### src/rtl/psx_poll_scheduler.sv
// Frame-synchronous poll scheduler: one round per vsync edge polls ctrl 0 then ctrl 1
// through a shared transaction engine, with header check, retries and a watchdog.
module psx_poll_scheduler #(
   parameter int TIMEOUT_CYCLES = 100000,
   parameter int MAX_RETRY      = 2,
   parameter int GAP_CYCLES     = 200
) (
   input  logic        clk,
   input  logic        rst,
   input  logic        vsync,
   input  logic        enable,
   output logic        txn_start,
   output logic        txn_abort,
   output logic [1:0]  txn_sel,
   input  logic        txn_done,
   input  logic        txn_err,
   input  logic        rx_valid,
   input  logic [3:0]  rx_addr,
   input  logic [7:0]  rx_byte,
   output logic [15:0] buttons0,
   output logic [15:0] buttons1,
   output logic [1:0]  present,
   output logic        frame_done,
   output logic        overrun
);

   localparam int WD_W    = $clog2(TIMEOUT_CYCLES + 1);
   localparam int GAP_W   = $clog2(GAP_CYCLES + 1);
   localparam int RETRY_W = (MAX_RETRY > 0) ? $clog2(MAX_RETRY + 1) : 1;

   // The abort decision is taken on the edge that moves the watchdog to TIMEOUT_CYCLES-1,
   // so the registered txn_abort is high in the cycle the count holds that value.
   localparam logic [WD_W-1:0]    WD_ABORT_AT = WD_W'(TIMEOUT_CYCLES - 2);
   localparam logic [GAP_W-1:0]   GAP_LAST    = GAP_W'(GAP_CYCLES - 1);
   localparam logic [RETRY_W-1:0] RETRY_MAX   = RETRY_W'(MAX_RETRY);

   typedef enum logic [2:0] {
      S_IDLE,
      S_START,
      S_WAIT,
      S_CHECK,
      S_GAP,
      S_FINISH
   } state_t;

   state_t               state;
   logic                 vsync_q;
   logic                 vsync_rise;
   logic                 idx;
   logic [RETRY_W-1:0]   retry;
   logic                 again;
   logic                 hdr_ok;
   logic [15:0]          shadow;
   logic                 done_seen;
   logic                 err_seen;
   logic [WD_W-1:0]      wdog;
   logic [GAP_W-1:0]     gap_cnt;

   assign vsync_rise = vsync & ~vsync_q;

   function automatic logic [1:0] sel_of(input logic i);
      return i ? 2'b10 : 2'b01;
   endfunction

   // NOTE: all state below is sequential, so every assignment is non-blocking.
   always_ff @(posedge clk or posedge rst) begin
      if (rst) begin
         state      <= S_IDLE;
         vsync_q    <= 1'b0;
         idx        <= 1'b0;
         retry      <= '0;
         again      <= 1'b0;
         hdr_ok     <= 1'b0;
         shadow     <= 16'hFFFF;
         done_seen  <= 1'b0;
         err_seen   <= 1'b0;
         wdog       <= '0;
         gap_cnt    <= '0;
         txn_start  <= 1'b0;
         txn_abort  <= 1'b0;
         txn_sel    <= 2'b00;
         buttons0   <= 16'hFFFF;
         buttons1   <= 16'hFFFF;
         present    <= 2'b00;
         frame_done <= 1'b0;
         overrun    <= 1'b0;
      end else begin
         vsync_q <= vsync;
         // NOTE: pulse outputs default low each cycle; only the branch that fires raises them.
         txn_start  <= 1'b0;
         txn_abort  <= 1'b0;
         frame_done <= 1'b0;

         if (vsync_rise && state != S_IDLE)
            overrun <= 1'b1;

         case (state)
            S_IDLE: begin
               if (vsync_rise && enable) begin
                  idx       <= 1'b0;
                  retry     <= '0;
                  txn_sel   <= sel_of(1'b0);
                  txn_start <= 1'b1;
                  state     <= S_START;
               end
            end

            S_START: begin
               hdr_ok    <= 1'b0;
               shadow    <= 16'hFFFF;
               done_seen <= 1'b0;
               err_seen  <= 1'b0;
               wdog      <= '0;
               state     <= S_WAIT;
            end

            S_WAIT: begin
               if (rx_valid) begin
                  case (rx_addr)
                     4'd2:    hdr_ok       <= (rx_byte == 8'h5A);
                     4'd3:    shadow[7:0]  <= rx_byte;
                     4'd4:    shadow[15:8] <= rx_byte;
                     default: ;
                  endcase
               end
               wdog <= wdog + 1'b1;
               // A completion in the deciding cycle beats the watchdog.
               if (txn_done) begin
                  done_seen <= 1'b1;
                  err_seen  <= txn_err;
                  state     <= S_CHECK;
               end else if (wdog == WD_ABORT_AT) begin
                  txn_abort <= 1'b1;
                  state     <= S_CHECK;
               end
            end

            S_CHECK: begin
               txn_sel <= 2'b00;
               gap_cnt <= '0;
               state   <= S_GAP;
               if (done_seen && !err_seen && hdr_ok) begin
                  if (idx) buttons1 <= shadow;
                  else     buttons0 <= shadow;
                  present[idx] <= 1'b1;
                  again        <= 1'b0;
               end else if (retry < RETRY_MAX) begin
                  retry <= retry + 1'b1;
                  again <= 1'b1;
               end else begin
                  // Give up: report all buttons released so nothing stays stuck.
                  if (idx) buttons1 <= 16'hFFFF;
                  else     buttons0 <= 16'hFFFF;
                  present[idx] <= 1'b0;
                  again        <= 1'b0;
               end
            end

            S_GAP: begin
               if (gap_cnt == GAP_LAST) begin
                  if (again) begin
                     txn_sel   <= sel_of(idx);
                     txn_start <= 1'b1;
                     state     <= S_START;
                  end else if (!idx) begin
                     idx       <= 1'b1;
                     retry     <= '0;
                     txn_sel   <= sel_of(1'b1);
                     txn_start <= 1'b1;
                     state     <= S_START;
                  end else begin
                     frame_done <= 1'b1;
                     state      <= S_FINISH;
                  end
               end else begin
                  gap_cnt <= gap_cnt + 1'b1;
               end
            end

            S_FINISH: state <= S_IDLE;

            default: state <= S_IDLE;
         endcase
      end
   end

endmodule

### config.mk
export PLATFORM = sky130hd
export DESIGN_NAME = psx_poll_scheduler
export DESIGN_NICKNAME = d
export VERILOG_FILES = /design/src/rtl/psx_poll_scheduler.sv
export SDC_FILE = /design/constraint.sdc
export NUM_CORES = 1
export LEC_CHECK = 0
export BUFFER_PORTS_ARGS = -buffer_cell sky130_fd_sc_hd__buf_2
export CORE_MARGIN = 10
export CORE_UTILIZATION = 51
export CTS_CLUSTER_DIAMETER = 120
export DETAILED_ROUTE_END_ITERATION = 10
export PLACE_DENSITY = 0.75
export SYNTH_ARGS = -nofsm -noshare
export SYNTH_HDL_FRONTEND = slang
export SYNTH_SLANG_ARGS = --single-unit
export TNS_END_PERCENT = 5
### constraint.sdc
create_clock -name clk -period 2.6 [get_ports clk]
set_input_delay 0.13 -clock clk [delete_from_list [all_inputs] [get_ports clk]]
set_output_delay 0.13 -clock clk [all_outputs]
set_load 0.05 [all_outputs]
# Word level (Yosys, flattened, before mapping)
# Index checks and enable logic that the tools add are counted.
[totals] register_bits=92 word_cells=148
[classes] add_sub_neg=3 magnitude_cmp=3 bitwise=5 muxes=64 eq_ne=28 n_reduce_logical=25
[op_table] operator="$mux W16" n=9
[op_table] operator="$pmux W17 S2" n=1
[op_table] operator="$pmux W16 S2" n=1
[op_table] operator="$mux W2" n=13
[op_table] operator="$mux W8" n=3
[op_table] operator="$ne A2 B2 Y1 const B" n=12
[op_table] operator="$mux W1" n=21
[op_table] operator="$mux W3" n=6
[op_table] operator="$add A17 B1 Y17 const B" n=1
[op_table] operator="$eq A17 B17 Y1 const B" n=1
[op_table] operator="$pmux W8 S2" n=1
[op_table] operator="$reduce_and A4 Y1" n=4
[op_table] operator="$pmux W3 S5" n=1
[op_table] operator="$pmux W2 S3" n=2
[op_table] operator="$reduce_and A3 Y1" n=4
[op_table] operator="$pmux W1 S2" n=5
[op_table] operator="$add A8 B1 Y8 const B" n=1
[op_table] operator="$eq A4 B2 Y1 const B" n=2
[op_table] operator="$eq A8 B7 Y1 const B" n=1
[op_table] operator="$eq A8 B8 Y1 const B" n=1
[op_table] operator="$ne A2 B1 Y1 const B" n=4
[op_table] operator="$reduce_bool A2 Y1" n=4
[op_table] operator="$reduce_and A7 Y1" n=1
[op_table] operator="$eq A3 B2 Y1 const B" n=2
[op_table] operator="19 further kinds" n=27

# Longest topological paths before layout
[depth] depth_word=8 mapped_depth=7 mapped_depth_nobuf=5

# Least setup slack after synthesis
# Ideal clock, no wire load.
[synth_path] path_type="register to register" startpoint="reg wdog[1]" endpoint="reg wdog[14]" stages_incl_launch_ff=7 setup_time_ns=0.129 path_buffers=1 arrival_time_ns=1.689 slack_ns=0.782 cell_sequence="dfrtp_1 > ha_1 > nand4bb_1 > or4b_1 > clkbuf_1 > o211ai_1 > o31ai_1"
[synth_between] elab_chain_len=2
[synth_rtl] element="from (decl)" line_no="56" source="logic [WD_W-1:0] wdog;"
[synth_rtl] element="from (signal assigned)" line_no="126" source="wdog <= wdog + 1'b1;"
[synth_rtl] element="$add A17 B1 Y17" line_no="126"
[synth_rtl] element="$pmux W17 S2" line_no="97" source="case (state)"
# Every way passes these cells.
# A chain may end at the register's enable or synchronous reset.

# Worst setup path after layout
# Same ends and word-level chain as after synthesis.

==> results.py <==
metrics = {
    "status": {
        "outcome": "complete, no violations",
    },
    "pwr": {
        "power.density_nw_per_um2": 664,
        "p_leak_nw": 2.18,
        "p_clk_share_pct": 29.4,
        "p_seq_share_pct": 54.3,
        "p_switching_mw": 0.997,
        "power.share.switching_pct": 31.3,
        "internal-power_mw": 2.18,
        "p_comb_share_pct": 16.2,
        "irDropWorstVdd_uv": 351,
        "finalPower_mw": 3.18,
    },
    "global_routing": {
        "grt_pass1_wl_um": 15700,
        "overflow": 0,
        "grt_usage_pct": 14.8,
        "antenna_found_initial": 0,
        "grt_start_max_net_pins": 46,
        "grt_pass1_vias": 3241,
    },
    "floorplanning": {
        "floorplan.rows": 32,
        "initial_utilization_pct": 53.2,
        "die_area_sq_um": 12200,
        "io_pins": 59,
        "fp.coreArea_sq_um": 7850,
        "die_w_um": 110,
        "die-height_um": 110,
    },
    "sta": {
        "drv_slew": 0,
        "fin_skew_ns": 0.0120,
        "clock.fmax_ghz": 0.492,
        "post-route-min-period_ns": 2.03,
        "layout_setup_ws_ns": 0.569,
        "worstMarginPinSlew_ns": 0.762,
        "setup-violations-final": 0,
        "rsz0062_at_grt": "no",
        "finalCritPeriodShare_pct": 78.1,
        "setup_tns_ns": 0,
        "hold_violations": 0,
        "slew_headroom_pct": 48.5,
    },
    "routing": {
        "wl_per_cell_um": 15.4,
        "vias_per_cell": 5.54,
        "drt-total-wl_um": 8980,
        "drc_errors": 0,
        "drt_iter0_drc": 129,
        "dr_total_vias": 3226,
        "final_antenna_net_count": 0,
        "drtPass1Iterations": 5,
    },
    "synth": {
        "postSynth.asyncResetShare_pct": 100,
        "syn-num-nets": 438,
        "synth_top_cell_by_area": "dfstp_2",
        "yosysSeqAreaShare_pct": 56.6,
        "synth_cells": 416,
        "ys_ff_latch": 92,
        "syn_area_sq_um": 4170,
        "synthFlopType": "dfstp_2",
        "synth_warnings": 0,
        "yosysUniqueCellTypes": 54,
        "yosys-top-cells-area": "dfstp_2 30%, dfrtp_1 26%, nor2_1 6.0%, a21oi_1 4.6%, o21ai_0 4.3%",
        "syn_avg_cell_area_sq_um": 10.0,
        "synth-edff-count": 0,
        "yosysTopAreaCellShare_pct": 30.2,
    },
    "final_layout": {
        "antenna_cells_inserted": 0,
        "fin_nets": 497,
        "finalInstanceArea_sq_um": 4790,
        "drive_above_1_share_pct": 29.6,
        "syn_to_final_growth_pct": 14.7,
        "final_cells": 582,
    },
    "placed_design": {
        "hpwl_um": 6420,
        "dp_cells": 562,
        "io_buffer_count": 58,
        "placed_cell_area_sq_um": 4550,
        "gp_congestion": 0.864,
        "post-place-ws_ns": 0.576,
    },
    "clocking": {
        "clock_latency_ns": 0.36,
        "clock-sinks": 92,
        "cts.htree.levels": 3,
        "root_buffer": "clkbuf_8",
        "cts_max_path_buffers": 2,
        "cts_made_buffers": 9,
        "clkTransAtPathRegs_ns": 0.09,
        "cts_tree": "done",
    },
    "setup_path": {
        "worstSetupPathType": "reg2reg",
        "cp-start-kind": "register",
        "cp-end-kind": "register",
        "critPathArrivalTime_ns": 2.27,
        "required_ns": 2.84,
        "worst-path-max-fanout": 6,
    },
    "run": {
        "maxCapViolCount": 0,
    },
    "min_path": {
        "hp-class": "in2reg",
    },
}
-- layer usage --
metal	track usage, %	vias to the layer above	part of all wire (%)	routed length (um)
met2	22.1	81	45	4030
met3	4.27	10	4.9	439
li1	-	1574	-	-
met1	20.3	1561	49	4410
met4	4.49	0	1.0	91
met5	0	-	0	0
-- path summary, 6_finish.rpt --
kind,startpoint,to,slack [ns],cells past startpoint
min in group asynchronous,rst,async pin,0.42,3
worst min register to register,overrun,overrun,0.48,1
worst min-delay path,rx_byte[5],shadow[5],0.09,3
worst max-delay path,wdog[1],wdog[14],0.57,5
worst max register to register,wdog[1],wdog[14],0.57,5
max in group asynchronous,rst,shadow[11],1.34,4
-- flip-flops by register name (all words and copies together), names as in the netlist, 2 cells and up, named ones only --
name / cells
buttons0: 16
txn_sel: 2
buttons1: 16
state: 3
retry: 2
wdog: 17
gap_cnt: 8
shadow: 16
-- cell families after synthesis --
logic type      after synthesis  synth area share (%)
xor+xnor                      5                  1.05
simple gates                174                  20.6
fa+ha+maj                     3                 0.899
flops                        92                  56.6
mux                           7                  1.71
buf+inv                      28                  3.21
compound gates              107                  15.9
-- cell usage in the layout, fill, tap and decap left out, types with 3 or more instances in the layout --
| master | netlist | routed |
|---|---|---|
| nor2_1 | 67 | 67 |
| clkbuf_8 | 0 | 9 |
| nand2_1 | 44 | 44 |
| a31oi_1 | 4 | 4 |
| inv_1 | 5 | 4 |
| buf_2 | 2 | 58 |
| ha_1 | 3 | 3 |
| o21ai_0 | 36 | 36 |
| dfstp_2 | 48 | 48 |
| mux2i_1 | 6 | 6 |
| dlygate4sd3_1 | 0 | 4 |
| dfrtp_1 | 44 | 44 |
| buf_4 | 1 | 9 |
| or3b_1 | 3 | 3 |
| and3_1 | 7 | 7 |
| a21oi_1 | 38 | 38 |
| nand2b_1 | 4 | 4 |
| o211ai_1 | 7 | 7 |
| nand3_1 | 17 | 17 |
| xor2_1 | 4 | 4 |
| nand4_1 | 3 | 3 |
| o31ai_1 | 8 | 8 |
| nand3b_1 | 5 | 5 |
-- Yosys cell counts (2+ instances only) --
cell type  instances
a22o_1             2
inv_1              5
clkbuf_1          17
o31ai_1            8
a31oi_1            4
nor2_1            67
buf_6              3
nand4_1            3
o211ai_1           7
ha_1               3
mux2i_1            6
and3b_1            2
a21oi_1           38
and3_1             7
xor2_1             4
dfstp_2           48
nand2_1           44
nor4b_1            2
o21ai_0           36
a221oi_4           2
buf_2              2
or4b_2             2
nand3b_1           5
dfrtp_1           44
or2_2              2
nor4_1             2
nand3_1           17
nand2b_1           4
or3b_1             3
and2_1             2
nor3b_1            2
-- stage by stage --
step | hold slack [ns] | utilization (%)
after floorplan | 0.161 | -
after global placement | 0.266 | 58.0
after detailed placement | 0.269 | 58.0
after CTS | 0.0611 | 61.0
after global routing | 0.0784 | 61.0
final | 0.0856 | 61.0
-- critical path: stages (launching register included) --
cell and delay (ns):
dfrtp_1 0.44, ha_1 0.28, nand4bb_1 0.21, or4b_1 0.68, o211ai_1 0.22, o31ai_1 0.09
-- power groups by stage --
| stage | combinational, mW | clock, mW | sequential [mW] |
|---|---|---|---|
| after floorplan | 0.272 | 0 | 1.84 |
| final | 0.517 | 0.936 | 1.73 |
| after global routing | 0.578 | 1.01 | 1.75 |
| after CTS | 0.521 | 0.962 | 1.73 |
| after global placement | 0.496 | 0 | 1.74 |
| after detailed placement | 0.509 | 0 | 1.75 |
-- area by class of cell --
type	count	area (sq um)
Fill cell	688	3060
Timing Repair Buffer	71	398
Clock inverter	6	43.8
Inverter	5	20.0
Clock buffer	10	149
Tap cell	102	128
Multi-Input combinational cell	296	1690
Sequential cell	92	2360
-- timing repair --
item / in CTS / in global routing
hold endpoints to repair: 14 / 0
setup buffers: 0 / 0
hold buffers: 4 / 0
gates resized for setup: 0 / 0
No activity file was read; power rests on OpenSTA's default activity.
